## src/rtl/core_types_pkg.sv

```systemverilog
// Shared core constants and types for the local history table (LHT) path.
// Latency: n/a (types and constants only).
// Backpressure: n/a. Exports index/ASID widths, LH_WIDTH, queue entry and controller state types.
package core_types_pkg;

    localparam int LHT_INDEX_WIDTH       = 8;
    localparam int LHT_ENTRIES_PER_BLOCK = 2;
    localparam int ASID_WIDTH            = 8;
    localparam int LH_WIDTH              = 8;

    // Queued history update: the hashed row plus the already-shifted history.
    typedef struct packed {
        logic [LHT_INDEX_WIDTH-1:0] index;
        logic [LH_WIDTH-1:0]        hist;
    } lht_upd_entry_t;

    typedef enum logic {
        LHT_INIT = 1'b0,
        LHT_RUN  = 1'b1
    } lht_ctrl_state_t;

endpackage

```

## src/rtl/lht_index_hash.sv

```systemverilog
// Maps a PC and ASID to an LHT row: PC block-index bits XOR ASID.
// Latency: purely combinational. Backpressure: none.
// Ports: pc (32b fetch/branch PC), asid (ASID_WIDTH), index (LHT_INDEX_WIDTH row).
module lht_index_hash
    import core_types_pkg::*;
(
    input  logic [31:0]                pc,
    input  logic [ASID_WIDTH-1:0]      asid,
    output logic [LHT_INDEX_WIDTH-1:0] index
);

    // Drop the in-block offset bits so the low index bits come from the block number.
    logic [31:0] pc_shift;
    logic        unused_pc_bits;

    assign pc_shift       = pc >> (LHT_ENTRIES_PER_BLOCK + 1);
    assign index          = pc_shift[LHT_INDEX_WIDTH-1:0] ^ LHT_INDEX_WIDTH'(asid);
    assign unused_pc_bits = ^{pc_shift[31:LHT_INDEX_WIDTH], pc[LHT_ENTRIES_PER_BLOCK:0]};

endmodule

```

## src/rtl/lht_access_ctrl.sv

```systemverilog
// Single-port LHT SRAM arbiter: prediction reads, queued history writes, and a clear walk after reset/flush.
// Latency: SRAM command is issued in the same cycle as the accepted request; queued updates drain when the port is free.
// Backpressure: pred_ready drops when the update queue is full or starved; upd_ready drops when the queue is full.
// Ports: CLK/RST, clear_req, pred_* read request, upd_* update request, arr_* SRAM port, init_busy.
module lht_access_ctrl
    import core_types_pkg::*;
#(
    parameter int UQ_DEPTH     = 4,
    parameter int STARVE_LIMIT = 8,
    parameter int LH_WIDTH     = core_types_pkg::LH_WIDTH
) (
    input  logic                       CLK,
    input  logic                       RST,
    input  logic                       clear_req,
    input  logic                       pred_valid,
    input  logic [31:0]                pred_PC,
    input  logic [ASID_WIDTH-1:0]      pred_ASID,
    output logic                       pred_ready,
    input  logic                       upd_valid,
    input  logic [31:0]                upd_PC,
    input  logic [ASID_WIDTH-1:0]      upd_ASID,
    input  logic [LH_WIDTH-1:0]        upd_hist,
    output logic                       upd_ready,
    output logic                       arr_en,
    output logic                       arr_we,
    output logic [LHT_INDEX_WIDTH-1:0] arr_index,
    output logic [LH_WIDTH-1:0]        arr_wdata,
    output logic                       init_busy
);

    localparam int PW = $clog2(UQ_DEPTH);
    localparam int CW = PW + 1;
    localparam int SW = $clog2(STARVE_LIMIT + 1);

    lht_ctrl_state_t            state;
    logic [LHT_INDEX_WIDTH-1:0] init_cnt;
    lht_upd_entry_t             uq [UQ_DEPTH];
    logic [PW-1:0]              head;
    logic [PW-1:0]              tail;
    logic [CW-1:0]              count;
    logic [SW-1:0]              starve_cnt;

    logic [LHT_INDEX_WIDTH-1:0] pred_index;
    logic [LHT_INDEX_WIDTH-1:0] upd_index;
    logic                       run;
    logic                       full;
    logic                       force_drain;
    logic                       rd_go;
    logic                       pop;
    logic                       push;

    lht_index_hash u_pred_hash (
        .pc    (pred_PC),
        .asid  (pred_ASID),
        .index (pred_index)
    );

    lht_index_hash u_upd_hash (
        .pc    (upd_PC),
        .asid  (upd_ASID),
        .index (upd_index)
    );

    assign run         = (state == LHT_RUN) && !RST;
    assign full        = (count == CW'(UQ_DEPTH));
    assign force_drain = full || (starve_cnt >= SW'(STARVE_LIMIT));
    assign pred_ready  = run && !force_drain;
    assign upd_ready   = run && !full;
    assign rd_go       = pred_valid && pred_ready;
    // The flush discards the queue, so draining into the array on that cycle is pointless.
    assign pop         = run && !rd_go && (count != '0) && !clear_req;
    assign push        = upd_valid && upd_ready;
    assign init_busy   = RST || (state == LHT_INIT);

    always_comb begin
        arr_en    = 1'b0;
        arr_we    = 1'b0;
        arr_index = '0;
        arr_wdata = '0;
        if (!RST) begin
            if (state == LHT_INIT) begin
                arr_en    = 1'b1;
                arr_we    = 1'b1;
                arr_index = init_cnt;
            end else if (rd_go) begin
                arr_en    = 1'b1;
                arr_index = pred_index;
            end else if (pop) begin
                arr_en    = 1'b1;
                arr_we    = 1'b1;
                arr_index = uq[head].index;
                arr_wdata = uq[head].hist;
            end
        end
    end

    always_ff @(posedge CLK) begin
        if (RST) begin
            state      <= LHT_INIT;
            init_cnt   <= '0;
            head       <= '0;
            tail       <= '0;
            count      <= '0;
            starve_cnt <= '0;
        end else if (state == LHT_INIT) begin
            if (clear_req) begin
                init_cnt <= '0;
            end else begin
                // Counter wraps to 0 on the last row, ready for the next flush.
                init_cnt <= init_cnt + 1'b1;
                if (init_cnt == '1) begin
                    state <= LHT_RUN;
                end
            end
        end else if (clear_req) begin
            state      <= LHT_INIT;
            init_cnt   <= '0;
            head       <= '0;
            tail       <= '0;
            count      <= '0;
            starve_cnt <= '0;
        end else begin
            if (push) begin
                uq[tail] <= '{index: upd_index, hist: upd_hist};
                tail     <= tail + 1'b1;
            end
            if (pop) begin
                head <= head + 1'b1;
            end
            count <= count + CW'(push) - CW'(pop);
            if (pop || (count == '0)) begin
                starve_cnt <= '0;
            end else if (starve_cnt < SW'(STARVE_LIMIT)) begin
                starve_cnt <= starve_cnt + 1'b1;
            end
        end
    end

endmodule

```

## config.mk

```make
export PLATFORM = sky130hd
export DESIGN_NAME = lht_access_ctrl
export DESIGN_NICKNAME = d
export VERILOG_FILES = /design/src/rtl/core_types_pkg.sv /design/src/rtl/lht_index_hash.sv /design/src/rtl/lht_access_ctrl.sv
export SDC_FILE = /design/constraint.sdc
export NUM_CORES = 1
export LEC_CHECK = 0
export CAP_MARGIN = 20
export CORE_ASPECT_RATIO = 1.75
export CORE_MARGIN = 4
export CORE_UTILIZATION = 43
export CTS_CLUSTER_DIAMETER = 120
export DETAILED_ROUTE_END_ITERATION = 12
export PLACE_DENSITY = 0.88
export SYNTH_ARGS = -nofsm -noshare
export SYNTH_HDL_FRONTEND = slang
export SYNTH_HIERARCHICAL = 1
export SYNTH_SLANG_ARGS = --single-unit
export TNS_END_PERCENT = 5
```

## constraint.sdc

```tcl
create_clock -name CLK -period 3.05 [get_ports CLK]
set_clock_uncertainty 0.2 [all_clocks]
set_input_delay 0.61 -clock CLK [delete_from_list [all_inputs] [get_ports CLK]]
set_output_delay 0.61 -clock CLK [all_outputs]
set_load 0.01 [all_outputs]
```

==> results of run 1 <==
[layer usage]
layer / vias to the layer above / share of wire / GRT usage
met5: - / 0 / 0
met4: 0 / 0.031 / 0.0865
met3: 21 / 0.052 / 0.0433
met2: 104 / 0.57 / 0.302
met1: 1253 / 0.35 / 0.166
li1: 1205 / - / -
[sequential cells by signal (all words and copies together) (netlist names), named ones only]
register and cells:
starve_cnt 4, uq 64, tail 2, state 1
count 3, head 2, init_cnt 8
[stage by stage]
stage / instance area [um^2] / util / setup WS [ns] / std cells
final: 5060 / 0.579 / 0.0176 / 483
after global routing: 5060 / 0.579 / -0.137 / 483
after CTS: 5070 / 0.581 / -0.137 / 483
after detailed placement: 4780 / 0.548 / -0.532 / 467
after global placement: 4780 / 0.548 / -0.546 / 467
after floorplan: 3880 / - / 0.00382 / 276
[worst max-delay path, delay by kind of cell]
family / cells / cell delay (ns)
and+or+nand+nor: 4 / 0.51
AOI/OAI and AO/OA: 2 / 0.26
xor gates and xnor gates: 1 / 0.16
buffers and inverters: 5 / 0.77
adders and majority gates: 3 / 0.79
[power groups by stage]
stage / combinational, mW / sequential, mW / clock [mW]
3_5_place_dp: 0.112 / 1.29 / 0
3_3_place_gp: 0.109 / 1.29 / 0
6_report: 0.111 / 1.26 / 1.03
2_1_floorplan: 0.0319 / 1.29 / 0
5_1_grt: 0.119 / 1.26 / 1.11
4_1_cts: 0.111 / 1.26 / 1.06
[cell usage in the layout, fill, tap and decap left out, types with 2 or more instances in the layout]
cell             count
nor2b_1              2
and2_1               4
buf_2                2
inv_1                9
ha_1                 9
mux4_2              16
a311oi_2             2
dlygate4sd2_1       12
buf_4               20
nand3_1             15
a21oi_1              5
a311oi_1             5
clkinv_1             2
and3_1              10
xor2_1              21
a22oi_1              3
clkdlybuf4s50_1     47
nor2_1              27
xnor2_1              4
clkbuf_16            9
nand2_1             14
clkbuf_1             3
clkbuf_2             3
dfxtp_1             22
edfxtp_1            64
[cells in the mapped netlist, drive strengths merged, types with 2 or more instances]
master	count
a311oi	7
xor2	21
o21ai	2
a22oi	4
nor3	3
clkbuf	3
ha	9
dfxtp	22
nor2	27
and2	5
edfxtp	64
nor2b	3
mux4	16
and3	10
buf	10
xnor2	4
a21oi	7
nand2	15
nand3	15
inv	10
[layout make-up]
class / count / area (um^2) / share of cell area
flip-flops and latches: 86 / 2360 / 0.467
multi-input cells: 167 / 1430 / 0.283
repair buffers: 87 / 795 / 0.157
clock buffers: 12 / 236 / 0.0468
well taps: 117 / 146 / 0.0290
clock inverters: 4 / 46.3 / 0.00916
inverters: 10 / 37.5 / 0.00742
[logic make-up (layout without fill, tap and decap cells)]
kind of cell               Yosys count  in the layout  share of synthesized area
and+or+nand+nor                     87             87                      0.119
AOI/OAI and AO/OA                   28             28                     0.0583
DFF                                 86             86                      0.608
muxes                               17             17                     0.0954
buffers and inverters               23            113                     0.0284
xor gates and xnor gates            25             25                     0.0564
adders and majority gates           10             10                     0.0342
[worst paths after layout]
path,from,to,depth (start not counted)
max,pred_valid,count[2],15
min,tail[0],tail[0],2
max reg2reg,count[2],count[2],14
min reg2reg,tail[0],tail[0],2
[repair_timing]
| action | in CTS | in global routing |
|---|---|---|
| pin swaps | 0 | 1 |
| setup buffers | 0 | 0 |
| setup endpoints to repair | 20 | 8 |
| hold buffers | 0 | 0 |
| resized for setup | 23 | 16 |
==> impl_metrics.csv, run 1 <==
group,metric,value,unit
worst_setup_path,required,3.11,ns
clock_network,clkTransAtPathRegs,0.06,ns
logic_synthesis,yosysSeqAreaShare,0.608,
global_route,grt_antenna_before_repair,0,
worst_setup_path,slowest_delay,0.45,ns
pwr,finalPower,2.41,mW
worst_setup_path,cpMostUsedCell,"inv_1",
global_route,grt_overflow,0,
floorplan,num_rows,45,
route,drt_iter0_drc,116,
global_route,grt_pass1_vias,2801,
logic_synthesis,synth_nets,379,
worst_setup_path,cp_max_fo,9,
route,ant_nets,0,
worst_setup_path,path_class,"input pin to flip-flop",
timing,finalMaxSlewViolations,0,
floorplan,fp.dieArea,0.0107,mm^2
layout,final_nets,464,
worst_setup_path,start_kind,"input pin",
timing,setup_viol,0,
logic_synthesis,synth_edf_count,64,
timing,holdWs,0.310,ns
worst_setup_path,r2r_slack,0.19,ns
pwr,p_switching,444,uW
logic_synthesis,synth_warnings,6,
timing,rsz0062_at_grt,"yes",
global_route,grt_usage,0.165,
worst_setup_path,path_cells,"clkdlybuf4s50_1, and4bb_2, nand2_4, buf_4, nand2_1, inv_1, ha_1, inv_1, ha_1, inv_1, fa_1, xor2_1, o21ai_1, nand2_1, a21oi_2",
floorplan,pin_count,114,
clock_network,clkSinkCount,86,
pwr,p_clk_frac,0.428,
logic_synthesis,synth_largest_area_cell,"edfxtp_1",
logic_synthesis,async_reset_ff_frac,0,
timing,max_slew_margin,0.754,
worst_setup_path,cp_slowest_cell,"clkdlybuf4s50_1",
floorplan,start_util,0.445,
floorplan,design.core.area,0.00873,mm^2
clock_network,clock-root-buffer,"clkbuf_16",
pwr,power.leakage,1.85,nW
logic_synthesis,synth_cell_types,50,
worst_setup_path,cp-end-kind,"flip-flop",
run,drv_cap,0,
pwr,combPwrFrac,0.046,
timing,tightest_slew,0.365,ns
timing,fin_setup_tns,0,ns
pwr,swShare,0.185,
worst_setup_path,worstPathArrival,3.10,ns
logic_synthesis,synth_ff_type,"edfxtp_1",
pwr,powerDensity,476,mW/mm^2
route,wl,8.23,mm
route,wire_per_inst,17.0,um
pwr,internal-power,1.96,mW
placement,gp_congestion,0.841,
timing,layout_min_cycle_time,3.03,ns
clock_network,clock_latency,0.33,ns
layout,area_growth,30.2,%
route,drc,0,
run_status,status,"finished, final reports clean",
global_route,grt_pass1_wl,13.3,mm
logic_synthesis,synth-seq-cells,86,
clock_network,h-tree-depth,3,
route,route.vias.total,2583,
logic_synthesis,synthTopCellsByArea,"edfxtp_1, dfxtp_1, mux4_2",
pwr,seqPwrFrac,0.526,
logic_synthesis,synth_top_area_frac,0.495,
logic_synthesis,syn_area,0.00388,mm^2
timing,finalCritPeriodShare,0.994,
timing,max_freq,330,MHz
clock_network,clk_path_buf_depth,2,
floorplan,die_width,79.8,um
global_route,grt_max_degree,22,
clock_network,cts_tree,"done",
worst_hold_path,hold_class,"flip-flop to flip-flop",
route,vias_per_cell,5.35,
clock_network,cts-buffers-inserted,9,
pwr,irDropWorstVdd,0.485,mV
placement,io_buffers,65,
route,firstDrtPassIters,4,
placement,dp.final_hpwl,5.95,mm
logic_synthesis,synth_cells,276,
layout,drive_gt1_frac,0.189,
layout,fillers,699,
floorplan,die_h,134,um
layout,antenna_cells,0,
logic_synthesis,syn_avg_cell_area,14.1,um^2
timing,finalHoldViolCount,0,
(Power assumes the default switching activity.)
==> run 2, diff against run 1 <==
CORE_UTILIZATION = 47   (was 43)
PLACE_DENSITY = 0.8   (was 0.88)
clock period = 3 ns   (was 3.05 ns; I/O delays follow)
==> impl_metrics.csv, run 2 (synthesized netlist as in run 1, its figures left out) <==
group,metric,value,unit
route,wire_per_inst,17.7,um
timing,finalCritPeriodShare,0.976,
floorplan,start_util,0.484,
worst_hold_path,whs_path_depth,1,
worst_setup_path,slowest_delay,0.39,ns
placement,io_buffers,65,
timing,rsz0062_at_grt,"yes",
floorplan,num_rows,43,
timing,setup_viol,0,
worst_setup_path,r2r-start,"count[2]",
pwr,seqPwrFrac,0.497,
worst_setup_path,ff2ff_path_depth,13,
floorplan,die_width,76.7,um
global_route,grt_pass1_wl,13.1,mm
worst_setup_path,reg2reg_to,"count[2]",
clock_network,h-tree-depth,3,
layout,regMostFlops,"uq",
timing,max_slew_margin,0.710,
layout,fin_cells,459,
worst_hold_path,hold_class,"flip-flop to flip-flop",
pwr,internal-power,2.08,mW
worst_hold_path,holdCritStartpoint,"starve_cnt[2]",
route,route.vias.total,2548,
pwr,p_clk_frac,0.458,
route,drc,0,
layout,area_growth,32.4,%
clock_network,clkSinkCount,86,
pwr,irDropWorstVdd,0.527,mV
pwr,swShare,0.194,
global_route,grt_overflow,0,
global_route,grt_max_degree,17,
global_route,grt_antenna_before_repair,0,
worst_setup_path,cp-startpoint,"pred_valid",
clock_network,cts_tree,"done",
worst_setup_path,start_kind,"input pin",
pwr,powerDensity,503,mW/mm^2
worst_setup_path,crit_family,"buffers and inverters",
pwr,p_switching,503,uW
placement,dp_cells,442,
worst_setup_path,path_cells,"clkdlybuf4s50_1, and4bb_2, and2_4, buf_4, a22oi_2, nand2_1, dlygate4sd2_1",
layout,fillers,579,
route,drt_iter0_drc,182,
run_status,status,"finished, final reports clean",
route,firstDrtPassIters,4,
floorplan,pin_count,114,
worst_setup_path,cp_max_fo,7,
global_route,grt_usage,0.174,
run,drv_cap,0,
pwr,combPwrFrac,0.045,
route,wl,8.11,mm
clock_network,clock_latency,0.33,ns
placement,gp_congestion,0.874,
worst_setup_path,r2r_slack,0.22,ns
layout,largest_register_ffs,64,
layout,final_nets,467,
clock_network,clkTransAtPathRegs,0.06,ns
floorplan,design.core.area,0.00802,mm^2
worst_setup_path,path_class,"input pin to output pin",
clock_network,clock-root-buffer,"clkbuf_16",
timing,finalMaxSlewViolations,0,
floorplan,fp.dieArea,0.00984,mm^2
timing,max_freq,341,MHz
clock_network,ctsHoldBuffers,0,
worst_setup_path,cp_slowest_cell,"clkdlybuf4s50_1",
timing,layout_min_cycle_time,2.93,ns
floorplan,die_h,128,um
placement,dp.final_hpwl,5.67,mm
layout,drive_gt1_frac,0.203,
layout,reg_top3,"uq x64, init_cnt x8, starve_cnt x4",
layout,final_common_cell,"edfxtp_1",
worst_hold_path,min_to,"starve_cnt[2]",
layout,final_cell_mix,"edfxtp_1, clkdlybuf4s50_1, nor2_1",
worst_setup_path,cp-end-kind,"output pin",
clock_network,clk_path_buf_depth,2,
route,ant_nets,0,
pwr,finalPower,2.59,mW
worst_setup_path,worstPathArrival,2.13,ns
layout,antenna_cells,0,
pwr,power.leakage,1.89,nW
timing,finalHoldViolCount,0,
worst_setup_path,cp_num_buf_inv,3,
clock_network,cts-buffers-inserted,9,
global_route,grt_pass1_vias,2611,
timing,tightest_slew,0.433,ns
route,vias_per_cell,5.55,
worst_setup_path,required,2.20,ns
## run 2: changes by cell type in the layout (fill, tap and decap cells not counted), moves of 2 or more
cell           before  now
dlygate4sd2_1      12   14
dlygate4sd1_1       0    2
buf_2               2    0
clkbuf_1            3    0
buf_12              1    5
## run 2: power groups by stage
stage                     clock (mW)  sequential, mW  combinational, mW
after floorplan                    0            1.31             0.0329
after global placement             0            1.31              0.113
after detailed placement           0            1.31              0.117
after CTS                       1.22            1.28              0.116
after global routing            1.27            1.28              0.124
final                           1.19            1.29              0.116
## run 2: layout make-up
cell class,instances,area [um^2],area share
sequential,86,2360,0.460
multi-input combinational,167,1440,0.279
clock buffer,9,225,0.0438
clock inverter,7,95.1,0.0185
tap,90,113,0.0219
timing repair buffer,90,870,0.169
inverter,10,40.0,0.00779
## run 2: per-stage QoR
| stage | TNS [ns] | utilization | worst slack, ns | cell area, um^2 | hold slack, ns |
|---|---|---|---|---|---|
| floorplan | 0 | - | 0.00118 | 3890 | 0.260 |
| global placement | -8.76 | 0.601 | -0.515 | 4820 | 0.280 |
| detailed placement | -8.79 | 0.601 | -0.548 | 4820 | 0.301 |
| CTS | 0 | 0.639 | 0.00242 | 5130 | 0.315 |
| global route | -0.0603 | 0.641 | -0.0527 | 5140 | 0.334 |
| finish | 0 | 0.641 | 0.0716 | 5140 | 0.312 |
## run 2: what timing repair did
action / CTS / global route
resized for setup: 23 / 16
pin swaps: 1 / 3
buffers inserted: 0 / 1
endpoints found under the setup margin: 21 / 9
## run 2: worst max path at each step
stage	to	slack, ns	depth (start not counted)
after global placement	count[2]	-0.51	16
final	arr_index[3]	0.07	7
after detailed placement	count[2]	-0.55	16
after floorplan	count[2]	0.001	16
after global routing	count[2]	-0.05	14
after CTS	count[2]	0.002	16
## run 2: worst register-to-register path, cell delays in order, from the launching register on
cell	delay, ns
dfxtp_1	0.42
or3b_4	0.45
nand2_4	0.14
nand2_1	0.06
inv_1	0.07
ha_1	0.23
inv_1	0.06
ha_1	0.13
inv_1	0.04
fa_1	0.37
xor2_1	0.17
o21ai_1	0.18
nand2_1	0.08
a21oi_2	0.12
## run 2: per-layer routing
layer	track usage	vias up	wire length, um
met1	0.185	1269	3060
li1	-	1200	-
met5	0	-	0
met2	0.323	69	4550
met4	0.0779	0	158
met3	0.0422	10	335
